<file path="src/rtl/digit_scan_driver.sv">
// digit_scan_driver: time-multiplexed 7-segment scan driver.
// NUM_DIGITS common-cathode digits, double-buffered, frame-synchronous.
//
// Ports:
//   CLK, RST        clock, async active-high reset
//   load            strobe: capture data/dp/blank into shadow regs
//   data            hex nibbles, nibble k = digit k (digit 0 = LSD)
//   dp, blank       per-digit decimal point / force-dark
//   lz_en           live leading-zero suppression enable
//   brightness      duty level (only with DIGIT_BRIGHTNESS_EN)
//   Digitron_Out    segments {dp,g,f,e,d,c,b,a}, active-high
//   DigitronCS_Out  digit select, one-hot active-low
//   frame_done      one-cycle pulse after each full scan
//
// Optional feature macro: DIGIT_BRIGHTNESS_EN (duty-cycle dimming).
module digit_scan_driver #(
  parameter int NUM_DIGITS = 4,
  parameter int DIV_LOG2   = 16,
  parameter int BRIGHT_W   = 3
) (
  input  logic                    CLK,
  input  logic                    RST,
  input  logic                    load,
  input  logic [4*NUM_DIGITS-1:0] data,
  input  logic [NUM_DIGITS-1:0]   dp,
  input  logic [NUM_DIGITS-1:0]   blank,
  input  logic                    lz_en,
`ifdef DIGIT_BRIGHTNESS_EN
  input  logic [BRIGHT_W-1:0]     brightness,
`endif
  output logic [7:0]              Digitron_Out,
  output logic [NUM_DIGITS-1:0]   DigitronCS_Out,
  output logic                    frame_done
);

  localparam int IDX_W = (NUM_DIGITS > 1) ? $clog2(NUM_DIGITS) : 1;
  localparam logic [IDX_W-1:0] LAST = IDX_W'(NUM_DIGITS - 1);

  logic [DIV_LOG2-1:0]     cnt;
  logic [IDX_W-1:0]        idx;
  logic                    slot_end;
  logic                    frame_end;

  logic [4*NUM_DIGITS-1:0] sh_data;
  logic [NUM_DIGITS-1:0]   sh_dp;
  logic [NUM_DIGITS-1:0]   sh_blank;
  logic                    pending;

  logic [4*NUM_DIGITS-1:0] act_data;
  logic [NUM_DIGITS-1:0]   act_dp;
  logic [NUM_DIGITS-1:0]   act_blank;

  logic [NUM_DIGITS-1:0]   supp;
  logic                    zero_hi;
  logic [4*NUM_DIGITS-1:0] shifted;
  logic [3:0]              nib;
  logic                    dark;
  logic [7:0]              seg_nxt;
  logic [NUM_DIGITS-1:0]   cs_nxt;

  function automatic logic [6:0] hex7(input logic [3:0] n);
    case (n)
      4'h0: hex7 = 7'h3f;
      4'h1: hex7 = 7'h06;
      4'h2: hex7 = 7'h5b;
      4'h3: hex7 = 7'h4f;
      4'h4: hex7 = 7'h66;
      4'h5: hex7 = 7'h6d;
      4'h6: hex7 = 7'h7d;
      4'h7: hex7 = 7'h07;
      4'h8: hex7 = 7'h7f;
      4'h9: hex7 = 7'h6f;
      4'ha: hex7 = 7'h77;
      4'hb: hex7 = 7'h7c;
      4'hc: hex7 = 7'h39;
      4'hd: hex7 = 7'h5e;
      4'he: hex7 = 7'h79;
      default: hex7 = 7'h71;
    endcase
  endfunction

  assign slot_end  = (cnt == '1);
  assign frame_end = slot_end && (idx == LAST);

  always_ff @(posedge CLK or posedge RST) begin
    if (RST) begin
      cnt <= '0;
      idx <= '0;
    end else begin
      cnt <= cnt + 1'b1;
      if (slot_end)
        idx <= (idx == LAST) ? '0 : idx + 1'b1;
    end
  end

  // Shadow takes every load; active only moves at the frame edge,
  // so a load landing on the edge stays pending for the next frame.
  always_ff @(posedge CLK or posedge RST) begin
    if (RST) begin
      sh_data   <= '0;
      sh_dp     <= '0;
      sh_blank  <= '0;
      pending   <= 1'b0;
      act_data  <= '0;
      act_dp    <= '0;
      act_blank <= '0;
    end else begin
      if (frame_end && pending) begin
        act_data  <= sh_data;
        act_dp    <= sh_dp;
        act_blank <= sh_blank;
      end
      if (load) begin
        sh_data  <= data;
        sh_dp    <= dp;
        sh_blank <= blank;
        pending  <= 1'b1;
      end else if (frame_end) begin
        pending  <= 1'b0;
      end
    end
  end

  // Digit k is a leading zero when it and every higher nibble is 0.
  always_comb begin
    supp    = '0;
    zero_hi = lz_en;
    for (int k = NUM_DIGITS - 1; k >= 1; k--) begin
      zero_hi = zero_hi && (act_data[4*k +: 4] == 4'h0);
      supp[k] = zero_hi;
    end
  end

  always_comb begin
    shifted = act_data >> {idx, 2'b00};
    nib     = shifted[3:0];
    dark    = act_blank[idx] | supp[idx];
    seg_nxt = dark ? 8'h00 : {act_dp[idx], hex7(nib)};
    cs_nxt  = ~(NUM_DIGITS'(1) << idx);
`ifdef DIGIT_BRIGHTNESS_EN
    if (cnt[DIV_LOG2-1 -: BRIGHT_W] > brightness)
      cs_nxt = '1;
`endif
  end

  always_ff @(posedge CLK or posedge RST) begin
    if (RST) begin
      Digitron_Out   <= 8'h00;
      DigitronCS_Out <= '1;
      frame_done     <= 1'b0;
    end else begin
      Digitron_Out   <= seg_nxt;
      DigitronCS_Out <= cs_nxt;
      frame_done     <= frame_end;
    end
  end

endmodule

</file>
<file path="config.mk">
export PLATFORM = sky130hd
export DESIGN_NAME = digit_scan_driver
export DESIGN_NICKNAME = d
export VERILOG_FILES = /design/src/rtl/digit_scan_driver.sv
export SDC_FILE = /design/constraint.sdc
export NUM_CORES = 1
export LEC_CHECK = 0
export BUFFER_PORTS_ARGS = -buffer_cell sky130_fd_sc_hd__clkbuf_2
export CAP_MARGIN = 30
export CORE_UTILIZATION = 52
export CTS_CLUSTER_SIZE = 8
export DETAILED_ROUTE_END_ITERATION = 12
export GPL_TIMING_DRIVEN = 0
export PLACE_DENSITY = 0.69
export SLEW_MARGIN = 30
export SYNTH_ARGS = -nofsm -noshare
export SYNTH_HDL_FRONTEND = slang
export SYNTH_SLANG_ARGS = --single-unit
export TNS_END_PERCENT = 10
</file>
<file path="constraint.sdc">
create_clock -name CLK -period 2.62 [get_ports CLK]
set_input_delay 0.262 -clock CLK [delete_from_list [all_inputs] [get_ports CLK]]
set_output_delay 0.262 -clock CLK [all_outputs]
set_load 0.02 [all_outputs]
</file>
# After elaboration in Yosys (flattened, before gate mapping)
# Memories as Yosys holds them, arrays and structs flattened.
# Cells that the tools add are included.
# totals
romBits	112
mem_count	1
wordCells	41
output_inout_bits	13
register_bits	80
# memory_table
name	words	word_bits	rd	rd_ports_with_merged_regs	write_ports	line_no	rtl
(name not given)	16	7	1	0	0	62	case (n)
# op_classes
mux	10
n_bitwise	2
eq_ne	2
n_lt_le_gt_ge	1
n_shift	2
reduce_logical	9
add_sub_neg	2
# op_table
cell	count
$add 16x1->16 const B	1
$eq 16x16->1 const B	1
$shr 16x4->4	1
$logic_not 4->1	3
$mux 8	1
$bmux 1 s2	3
$logic_and 1x1->1	5
$mux 1	5
$not 4->4	1
$shl 1x2->4 const A	1
$lt 2x3->1 const B	1
$add 2x1->2 const B	1
$eq 2x2->1 const B	1
$mux 2	1
$reduce_bool 2->1	1
$or 1x1->1	1

# Depth between registers and ports, before layout
# depth
word_depth	8
mapped_depth	9
depth_no_buf	8

# Least setup slack after synthesis
# OpenSTA, ideal clock, no wires.
# synth_timing
path_kind	register to register
start	reg idx[0]
end	reg Digitron_Out[3]
period_less_slack_ps	2232
path_stages_with_launch	8
n_path_buf	1
arrival_time_ps	2160
path_slack_ps	388
required_time_ps	2548
path_cell_list	dfrtp_1 buf_2 mux2_2 o21ai_0 inv_1 ha_1 mux4_2 nor2_1
# synth_between
elab_chain_len	4
# synth_lines
element	line_no	rtl
start, declared	40	logic [IDX_W-1:0] idx;
start signal, assigned	92	idx <= (idx == LAST) ? '0 : idx + 1'b1;
branches (longest 3 deep; another with $mem_v2 16x7)	--	
$mux 8 (*)	138	seg_nxt = dark ? 8'h00 : {act_dp[idx], hex7(nib)};
named net seg_nxt[3]	58	logic [7:0] seg_nxt;
end signal, assigned	152	Digitron_Out <= seg_nxt;
end, declared	31	output logic [7:0] Digitron_Out,
# Mark *: on every way through the listed nets, which the timed path passes. The select of a mux whose other input is x is not followed.
# A chain may end at the register's enable or synchronous reset.

# Worst setup path in the final report
# Same ends and word-level chain as after synthesis.

==> results.md <==
* Max_cap viols at 0
* Least-Margin Pin Slew at 0.574 ns
* Worst setup path class: reg -> reg
* Max incr delay on CP at 0.47 ns
* Synth-to-layout area growth at 15.1%
* Post-synth top area share at 54.4%
* Yosys reg bits at 80
* CP Capture Type: register
* Residual DRC at 6
* Leakage power at 1.96 nW
* PortBufs at 39
* FF/Latch Area at 0.00201 sq mm
* # IOs at 41
* DR WL/cell at 14.9 um
* Die height at 84.0 um
* H-tree Lvls at 3
* Vias in the first global route at 2100
* Fin Setup TNS at 0 ns
* Yosys warnings at 0
* Status: complete, but fails checks
* Critical Path Start Type: register
* Synthesized instance count at 244
* RR Startpoint: idx[0]$_DFFE_PP0N_
* Cell Count, Final, Fillers Out at 378
* Worst setup endpoint: Digitron_Out[3]$_DFF_PP0_
* WP data arrival at 2.64 ns
* Initial DRC Count at 69
* Max Fclk at 423 MHz
* Grt ovf at 0
* Post-CTS setup buffers at 0
* Std-Cell Rows at 29
* Clk Latency, worst-skew pair at 0.35 ns
* Largest delay contributor family on the critical path: multiplexers
* Pwr per Cell Area at 568 mW/mm^2
* Synthesized area at 0.00350 sq mm
* Failing checks: design-rule violations
* Core ar. at 0.00642 sq mm
* Clock Sinks at 80
* Hold Slack at 0.138 ns
* Relative slew slack at 61.7%
* Post-DRT Antenna Nets at 0
* Max-slew violation count at 0
* CTS buffer count at 9
* CP startpoint: idx[0]$_DFFE_PP0N_
* Cell Chain, Critical Path: buf_2, mux2_2, o21ai_1, inv_1, ha_1, mux4_2, nor2_1
* Crit path max fanout at 10
* Die Wd at 84.0 um
* Total power at 2.29 mW
* Vias/cell at 5.31
* First-pass GRT wire length at 9860 um
* CTS tree: done
* CP Data Required Time at 2.90 ns
* Worst path bufs/invs at 2
* Clock Skews at 0.00852 ns
* Initial antenna violation count at 0
* Sequential area share after synthesis at 57.4%
* Clk slew on worst S/H paths at 0.08 ns
* Pre-Repair DR Iteration Count at 8
* CP Depth at 7
* # setup viols final at 0
* Synthesized area per cell at 14.3 sq um
* RSZ-0062 raised after global routing: false
* Top post-synthesis cells by area: dfrtp_1, mux2_2, mux2_4
* Max Root-Sink Buffers at 2
* Drt total wl at 5640 um
* Peak supply drop at 0.299 mV
* Largest net degree at the start of global routing at 49
* Hold Path Class: in -> reg
* Placed Cells at 361
* Ant. Diodes at 0
* CTS root buf: clkbuf_8
* Nets at 334
* Post-DP HPWL at 4090 um
* Full die area at 0.00706 sq mm
* Initial core utilization at 54.5%
* Final Hold Fails at 0
* Most common library cell in the layout ignoring fill and taps: dfrtp_1
* R2r setup slk at 0.26 ns
* Period Utilization, post-route at 90.1%
* Layout cell share with drive strength beyond 1 at 41.5%
* Gpl congestion at 0.741
* Filler cells at 503
* R2R cell count at 7
* Worst path slowest cell: mux4_2
* Synth unique cells at 36
* Min Tclk post-route at 2.36 ns
* Vias at 2009
* Most frequent cells in the layout: dfrtp_1, clkbuf_2, mux2_2
* Syn Nets at 282
* End of the worst register-to-register path: Digitron_Out[3]$_DFF_PP0_
* Leading area contributor after synthesis: dfrtp_1
* Area of the multi-input gates at 0.00138 sq mm
* GRT Total Usage at 18.5%
-- synth_stat cells, drive strengths merged --
cell / instances
a211oi: 1
a221oi: 3
a311oi: 1
a31o: 1
and2: 1
and3: 2
and4: 2
buf: 4
clkbuf: 4
dfrtp: 76
dfstp: 4
ha: 10
inv: 16
mux2: 49
mux2i: 1
mux4: 6
nand2: 12
nand3: 7
nand4: 3
nor2: 8
nor2b: 1
nor3: 4
nor4: 4
o21a: 1
o21ai: 7
o21bai: 1
o22ai: 1
xnor2: 9
xor2: 5
-- metrics by stage --
step | setup slack [ns] | utilization [%] | instance area [sq um]
after floorplan | 0.313 | - | 3500
after global placement | -0.514 | 59.0 | 3790
after detailed placement | 0.0936 | 59.5 | 3820
after CTS | 0.0800 | 62.7 | 4030
after global routing | 0.126 | 62.7 | 4030
final | 0.259 | 62.7 | 4030
-- cells by family after synthesis --
| kind of cell | synth area share, % |
|---|---|
| buffers and inverters | 3.15 |
| multiplexers | 22.1 |
| adder cells (fa/ha/maj) | 3.58 |
| XOR/XNOR | 3.51 |
| AO/OA/AOI/OAI | 3.08 |
| flip-flops | 57.4 |
| AND/OR/NAND/NOR | 7.23 |
-- sequential cells by signal, summed over array words and instances (netlist names) --
| register | flops |
|---|---|
| act_data | 16 |
| cnt | 16 |
| sh_data | 16 |
| Digitron_Out | 8 |
| DigitronCS_Out | 4 |
| act_blank | 4 |
| act_dp | 4 |
| sh_blank | 4 |
| sh_dp | 4 |
| idx | 2 |
| frame_done | 1 |
| pending | 1 |
-- power by group --
group / switching (mW) / internal, mW / leakage [nW]
sequential: 0.0202 / 1.27 / 0.998
clock: 0.436 / 0.461 / 0.106
combinational: 0.0450 / 0.0540 / 0.851
total: 0.501 / 1.79 / 1.96
-- area by class of cell --
type | count | area share, %
inverters | 16 | 1.55
clock buffers | 10 | 3.42
clock inverters | 6 | 1.46
repair buffers | 41 | 5.78
multi-input cells | 140 | 34.3
plain buffers | 8 | 1.24
flip-flops and latches | 80 | 49.9
well taps | 77 | 2.39
-- worst min path at each step --
stage                     cells after the start                       to        startpoint
after floorplan                               1  sh_data[10]$_DFFE_PP0P_          data[10]
after CTS                                     2  sh_data[13]$_DFFE_PP0P_          data[13]
final                                         2  sh_blank[1]$_DFFE_PP0P_          blank[1]
after global routing                          2     sh_dp[2]$_DFFE_PP0P_             dp[2]
after global placement                        1         cnt[7]$_DFF_PP0_  cnt[7]$_DFF_PP0_
after detailed placement                      2         cnt[6]$_DFF_PP0_               RST
-- metal layers --
metal  wire [um]  part of all wire (%)  global-route usage, %  vias up
li1            -                     -                      -      961
met1        2630                    47                   23.8      997
met2        2710                    48                   29.5       39
met3         178                   3.2                   3.86       12
met4         119                   2.1                   9.87        0
met5           0                     0                      0        -
-- what timing repair did --
action | CTS | global route
hold endpoints to repair | 28 | 0
hold buffers | 1 | 0
resized for setup | 0 | 1
setup endpoints to repair | 0 | 1
Power figures use the tool's default switching activity.
